## config.mk

```make
export PLATFORM = sky130hd
export DESIGN_NAME = fc_layer_ctrl
export DESIGN_NICKNAME = d
export VERILOG_FILES = /design/src/rtl/fc_layer_ctrl.sv
export SDC_FILE = /design/constraint.sdc
export NUM_CORES = 1
export LEC_CHECK = 0
export ABC_CLOCK_PERIOD_IN_PS = 4800
export BUFFER_PORTS_ARGS = -buffer_cell sky130_fd_sc_hd__buf_2
export CAP_MARGIN = 15
export CORE_MARGIN = 4
export CORE_UTILIZATION = 40
export CTS_CLUSTER_SIZE = 24
export DETAILED_ROUTE_END_ITERATION = 8
export PLACE_DENSITY = 0.68
export SYNTH_ARGS = -nofsm -noshare
export SYNTH_HDL_FRONTEND = slang
export SYNTH_SLANG_ARGS = --single-unit
```

## constraint.sdc

```tcl
create_clock -name clk_i -period 4.8 [get_ports clk_i]
set_clock_uncertainty 0.1 [all_clocks]
set_input_delay 0.48 -clock clk_i [delete_from_list [all_inputs] [get_ports clk_i]]
set_output_delay 0.48 -clock clk_i [all_outputs]
set_load 0.01 [all_outputs]
```

## src/rtl/fc_layer_ctrl.sv

```systemverilog
// Sequencer for one fully-connected layer: broadcasts input words to the neuron array,
// then captures and serializes the neuron outputs. Optional macro: FC_LAYER_CTRL_RELU_EN.
module fc_layer_ctrl #(
  parameter int WORD_SIZE             = 16,
  parameter int PREVIOUS_LAYER_HEIGHT = 4,
  parameter int LAYER_HEIGHT          = 3
) (
  input  logic                              clk_i,
  input  logic                              reset_i,
  input  logic                              valid_i,
  output logic                              ready_o,
  input  logic [WORD_SIZE-1:0]              data_i,
  output logic [WORD_SIZE-1:0]              neuron_data_o,
  output logic [$clog2(PREVIOUS_LAYER_HEIGHT+1)-1:0] mem_addr_o,
  output logic                              sum_en_o,
  output logic                              add_bias_o,
  input  logic [LAYER_HEIGHT*WORD_SIZE-1:0] neuron_data_i,
  output logic                              valid_o,
  input  logic                              ready_i,
  output logic [WORD_SIZE-1:0]              data_o
);

  // state     | meaning
  // IDLE      | first cycle after reset release
  // LOAD      | accepting input words, mem_addr = word index
  // BIAS      | last accumulate in flight, mem_addr points at the bias entry
  // WAIT_BIAS | add_bias strobe to the neurons
  // CAPTURE   | neuron outputs latched into the buffer on the closing edge
  // OUT       | buffer streamed downstream one word per handshake
  localparam int H  = PREVIOUS_LAYER_HEIGHT;
  localparam int L  = LAYER_HEIGHT;
  localparam int AW = $clog2(H+1);
  localparam int CW = $clog2(L+1);

  localparam logic [2:0] IDLE      = 3'd0;
  localparam logic [2:0] LOAD      = 3'd1;
  localparam logic [2:0] BIAS      = 3'd2;
  localparam logic [2:0] WAIT_BIAS = 3'd3;
  localparam logic [2:0] CAPTURE   = 3'd4;
  localparam logic [2:0] OUT       = 3'd5;

  logic [2:0]           state;
  logic [AW-1:0]        in_cnt;
  logic [CW-1:0]        out_cnt;
  logic [WORD_SIZE-1:0] nd_q;
  logic                 sum_en_q;
  logic                 add_bias_q;
  logic [WORD_SIZE-1:0] buffer [L];
  logic [WORD_SIZE-1:0] cap    [L];
  logic                 hs;

  assign ready_o       = (state == LOAD);
  assign valid_o       = (state == OUT);
  assign hs            = valid_i & ready_o;
  assign neuron_data_o = nd_q;
  assign sum_en_o      = sum_en_q;
  assign add_bias_o    = add_bias_q;

  always_comb begin
    mem_addr_o = '0;
    if (state == LOAD)      mem_addr_o = in_cnt;
    else if (state == BIAS) mem_addr_o = AW'(H);
  end

  always_comb begin
    for (int n = 0; n < L; n++) begin
`ifdef FC_LAYER_CTRL_RELU_EN
      cap[n] = neuron_data_i[n*WORD_SIZE + WORD_SIZE-1] ? '0 : neuron_data_i[n*WORD_SIZE +: WORD_SIZE];
`else
      cap[n] = neuron_data_i[n*WORD_SIZE +: WORD_SIZE];
`endif
    end
  end

  always_comb begin
    data_o = '0;
    for (int n = 0; n < L; n++) begin
      if (out_cnt == CW'(n)) data_o = buffer[n];
    end
  end

  always_ff @(posedge clk_i or negedge reset_i) begin
    if (!reset_i) begin
      state      <= IDLE;
      in_cnt     <= '0;
      out_cnt    <= '0;
      nd_q       <= '0;
      sum_en_q   <= 1'b0;
      add_bias_q <= 1'b0;
    end else begin
      sum_en_q   <= hs;
      add_bias_q <= (state == BIAS);
      // the broadcast word is cleared for the bias cycle so neurons see no stale data
      if (hs)                 nd_q <= data_i;
      else if (state == BIAS) nd_q <= '0;

      case (state)
        IDLE: state <= LOAD;
        LOAD: begin
          if (hs) begin
            if (in_cnt == AW'(H-1)) begin
              in_cnt <= '0;
              state  <= BIAS;
            end else begin
              in_cnt <= in_cnt + AW'(1);
            end
          end
        end
        BIAS:      state <= WAIT_BIAS;
        WAIT_BIAS: state <= CAPTURE;
        CAPTURE:   state <= OUT;
        OUT: begin
          if (ready_i) begin
            if (out_cnt == CW'(L-1)) begin
              out_cnt <= '0;
              state   <= LOAD;
            end else begin
              out_cnt <= out_cnt + CW'(1);
            end
          end
        end
        default: state <= IDLE;
      endcase
    end
  end

  always_ff @(posedge clk_i or negedge reset_i) begin
    if (!reset_i) begin
      for (int n = 0; n < L; n++) buffer[n] <= '0;
    end else if (state == CAPTURE) begin
      for (int n = 0; n < L; n++) buffer[n] <= cap[n];
    end
  end

endmodule

```

# ---- Word level (Yosys, flattened, before mapping)
# Cells that the tools add are included.
dict set report classes {
  addsub 2
  n_mul 0
  div_mod_pow 0
  order_cmp 0
  n_eq_ne 12
  n_shift 0
  muxes 14
  bitwise_logic 1
  n_reduce_logical 6
}
# operator n
set op_table {}
lappend op_table {{$mux 16} 5}
lappend op_table {{$mux 3} 7}
lappend op_table {{$pmux 3 s6} 1}
lappend op_table {{$eq 3x2->1 const B} 3}
lappend op_table {{$ne 2x1->1 const B} 4}
lappend op_table {{$eq 3x3->1 const B} 2}
lappend op_table {{$reduce_and 2->1} 2}
lappend op_table {{$reduce_and 4->1} 1}
lappend op_table {{$add 3x1->3 const B} 1}
lappend op_table {{$eq 3x1->1 const B} 1}
lappend op_table {{$logic_not 3->1} 1}
lappend op_table {{$add 2x1->2 const B} 1}
lappend op_table {{$eq 2x1->1 const B} 1}
lappend op_table {{$eq 2x2->1 const B} 1}
lappend op_table {{$logic_not 2->1} 1}
lappend op_table {{$mux 2} 1}
lappend op_table {{$reduce_bool 2->1} 1}
lappend op_table {{$and 1x1->1} 1}
dict set report word_totals {
  register_bits 74
  latch_bits 0
  ram_bits 0
  mem_bits_ro 0
  in_bits 68
  output_inout_bits 39
  wordCells 44
  mem_count 0
}

# ---- Logic depth before layout (Yosys ltp)
dict set report depth {
  ltp_word 4
  ltp_mapped 5
}

# ---- Worst setup path after synthesis
# OpenSTA, ideal clock, no wires.
dict set report synth_timing {
  path_kind {reg-to-output}
  startpoint {register out_cnt[0]}
  endpoint {output data_o[1]}
  arrival_time_ps 1209
  path_slack_ps 3011
  stages_incl_launch_ff 5
  path_buffers 2
  cell_sequence {dfrtp_1 > buf_2 > buf_2 > mux2i_1 > o21ai_0}
}
dict set report synth_between {
  elab_chain_len 4
}
# item line_no
set synth_rtl {}
lappend synth_rtl {{start, declared} 44} ;# logic [CW-1:0] out_cnt;
lappend synth_rtl {{start signal, assigned} 118} ;# out_cnt <= out_cnt + CW'(1);
lappend synth_rtl {{$logic_not 2->1} 78} ;# if (out_cnt == CW'(n)) data_o = buffer[n];
lappend synth_rtl {{$mux 16 (2 in series)} 78}
lappend synth_rtl {{$mux 16 *} 78}
lappend synth_rtl {{end, declared} 20} ;# output logic [WORD_SIZE-1:0] data_o
# Mark *: on every way between the ends. The rest lies on a longest branch, timed or not.

# ---- Worst setup path in the final report
# Ends and elaborated chain as after synthesis.

==> summary.md <==
| Metric | Value |
|---|---|
| FILL cells | `745` |
| Switching Share | `approximately a third` |
| ANT cells | `0` |
| Initial Util | `40.97%` |
| Crit end category | `output port` |
| # resized after CTS | `0` |
| Startpoint Class | `flip-flop` |
| Dpl hpwl | `4.796 mm` |
| Standard-cell rows | `32` |
| Status | `finished clean` |
| NetSw | `approximately 0.00090 W` |
| Fin. Hold Viols | `0` |
| Max Slew Vio Count | `0` |
| Crit path max fanout | `20` |
| VDD IR max | `approximately 310 uV` |
| Initial antenna violation count | `1` |
| Routability-driven placement congestion ratio | `0.7012` |
| GRT overflow | `0` |
| Fin crit period | `2.969 ns` |
| RR Startpoint | `state[2]` |
| Netlist cell types | `31` |
| Hold crit path type | `in2async` |
| Vias/cell | `between 4 and 5` |
| Critical path type | `reg2out` |
| Unrepaired setup endpoints after global routing | `no` |
| Gate count after technology mapping | `between 200 and 250` |
| Part of the cycle the worst path needs | `a little over 60%` |
| Seq/Total Area, Yosys | `58.80%` |
| Largest delay contributor family on the critical path | `simple AND/OR/NAND/NOR gates` |
| Vias in the first global route | `2333` |
| First-pass GRT wire length | `~11 mm` |
| CTS clock-pin slew for the worst setup and hold paths | `roughly 0.080 ns` |
| Post-placement worst setup slack | `between 2 and 2.5 ns` |
| Setup repair bufs after CTS | `0` |
| Final WL | `6.865 mm` |
| GRT Util Overall | `between 10% and 20%` |
| H-tree Lvls | `3` |
| Final nets | `roughly 400` |
| Total power | `around 0.0026 W` |
| Layout cell share with drive strength beyond 1 | `between 40% and 50%` |
| Design Area, Final | `around 4000 um^2` |
| Worst-Skew Late Latency | `between 0.3 and 0.4 ns` |
| Hold buffers post-CTS | `0` |
| Cell depth of the worst flop-to-flop path | `4` |
| Cts bufs inserted | `9` |
| Clock Tree Buf Depth | `2` |
| FF+latch count, synth | `74` |
| Clk root buf | `clkbuf_8` |
| Fmax | `~340 MHz` |
| Worst setup slack after layout | `1.831 ns` |
| I/O pin cnt | `roughly 110` |
| LEAKAGE | `just under 2 nW` |
| DRT antenna net count | `0` |
| Crit path required time | `~4.2 ns` |
| Rel. slew slack | `roughly a quarter` |
| Area Growth Syn to Fin | `25.59%` |
| Cell Int Power | `about 0.0017 W` |
| First drt pass iteration count | `4` |
| DIE AREA | `just over 9000 um^2` |
| Combinational share of power | `a little under two fifths` |
| Seq pwr share | `between 40% and 50%` |
| Largest net degree at the start of global routing | `75` |
| DRC | `0` |
| CP Buf/Inv Count | `1` |
| Max-Cap Viols | `0` |
| Die X | `~97 um` |
| YS warnings | `0` |
| Crit-path cells | `nor2b_2, nand2_1, o21ai_0, buf_2` |
| Input/output buffers | `106` |
| Syn nets | `~300` |
| # setup viols final | `0` |
| Clock network power share | `about a fifth` |
| Vias | `approximately 2200` |
| Syn avg cell area | `13.57 um^2` |
| First DRT Iteration DRCs | `65` |
| Synth Cell Area | `between 3000 and 4000 um^2` |
| Crit path DAT | `~2.4 ns` |
| Clk sinks | `between 70 and 80` |
| Mean routed wirelength per cell | `around 16 um` |
| Crit-path slowest cell | `nor2b_2` |
| Critical path's largest stage delay | `slightly above 0.8 ns` |
| Die Y | `slightly below 100 um` |
| Setup TNS | `0 ns` |
| CTS tree | `done` |
| RR Endpoint | `buffer[28]` |
| R2R setup slack | `2.37 ns` |
| Core area | `between 7000 and 8000 um^2` |
| Slew @ Worst Pin | `1.101 ns` |
| DP Area | `3741 um^2` |
| Final Util | `around half` |
| Pwr/cell area | `roughly 660 nW/um^2` |
## cells in the final DEF (no fill, tap or decap), types with 12 or more instances in the layout
| cell | count |
|---|---|
| a22o_1 | 16 |
| o21ai_0 | 18 |
| buf_2 | 105 |
| mux2_1 | 20 |
| mux2i_1 | 16 |
| dfrtp_1 | 74 |
| clkbuf_8 | 12 |
| nand2_1 | 17 |
| mux2_2 | 30 |
## cell usage after synthesis
cell type / number / share of area (%)
nor3_2: 1 / 0.32
nand2b_1: 1 / 0.20
clkbuf_1: 4 / 0.48
buf_4: 1 / 0.24
and4bb_1: 1 / 0.40
and3_1: 2 / 0.40
nor2_4: 1 / 0.36
inv_2: 1 / 0.12
a22o_1: 16 / 4.4
a31o_2: 2 / 0.56
nand4_1: 1 / 0.20
nor3_1: 1 / 0.16
nor3b_2: 1 / 0.40
o21ai_0: 18 / 2.9
buf_6: 2 / 0.72
nor2_1: 1 / 0.12
a21o_1: 2 / 0.48
nor2b_1: 3 / 0.60
nand3_1: 1 / 0.16
a21boi_0: 1 / 0.24
and2_1: 2 / 0.40
ha_1: 1 / 0.40
mux2i_1: 16 / 5.1
nand2_1: 17 / 2.0
a311oi_1: 1 / 0.28
dfrtp_1: 74 / 59
a21oi_1: 1 / 0.16
buf_2: 8 / 1.3
mux2_2: 30 / 11
nand4b_1: 1 / 0.28
mux2_1: 20 / 7.2
## worst register-to-register path, stage by stage, from the launching register on
cell	delay [ns]
dfrtp_1	0.49
inv_2	0.12
nor3_4	0.71
buf_4	0.49
mux2_2	0.39
## metrics by stage
step                hold slack, ns  std cells
global route                0.2430        442
CTS                         0.2093        442
global placement            0.3676        426
detailed placement          0.3750        426
finish                      0.1637        442
floorplan                  0.08441        232
## layer usage
| layer | vias to the layer above | global-route usage, % | share of wire (%) |
|---|---|---|---|
| li1 | 1040 | - | - |
| met3 | 11 | 3.172 | 4.4 |
| met2 | 54 | 24.79 | 49 |
| met4 | 2 | 6.156 | 1.6 |
| met5 | - | 0 | 0.19 |
| met1 | 1069 | 18.75 | 45 |
## cell families (layout without fill, tap and decap cells)
logic type | count (synthesis) | after routing | share of synthesized area [%]
flip-flops | 74 | 74 | 58.80
AO/OA/AOI/OAI | 41 | 41 | 9.019
buffers and inverters | 16 | 124 | 2.821
AND/OR/NAND/NOR | 34 | 34 | 5.999
adder cells (fa/ha/maj) | 1 | 1 | 0.3972
multiplexers | 66 | 66 | 22.96
## cell type report
cell class	count	area (um^2)	area share [%]
Clock inverter	4	48.80	1.234
Clock buffer	12	165.2	4.176
Timing Repair Buffer	107	540.5	13.67
Inverter	1	3.754	0.09491
Multi-Input combinational cell	142	1217	30.78
Sequential cell	74	1852	46.82
Tap cell	102	127.6	3.227
## sequential cells by signal, summed over array words and instances, names as in the netlist
name,count
in_cnt,3
buffer,48
state,3
sum_en_o,1
out_cnt,2
neuron_data_o,16
add_bias_o,1
## power groups by stage
stage	clock [W]	sequential [W]	combinational (W)
CTS	0.000520	0.00114	0.000992
global placement	0	0.00113	0.000958
global route	0.000547	0.00118	0.00107
finish	0.000506	0.00114	0.000968
floorplan	0	0.00108	0.000687
detailed placement	0	0.00115	0.000988
## how the worst max path moves through the flow
| stage | startpoint | endpoint | depth (start not counted) |
|---|---|---|---|
| after floorplan | out_cnt[0] | data_o[1] | 4 |
| after global placement | out_cnt[0] | data_o[13] | 4 |
| after detailed placement | out_cnt[0] | data_o[13] | 4 |
| after CTS | out_cnt[0] | data_o[13] | 4 |
| after global routing | out_cnt[0] | data_o[9] | 4 |
| final | out_cnt[0] | data_o[1] | 4 |
No activity file was read; power rests on OpenSTA's default activity.
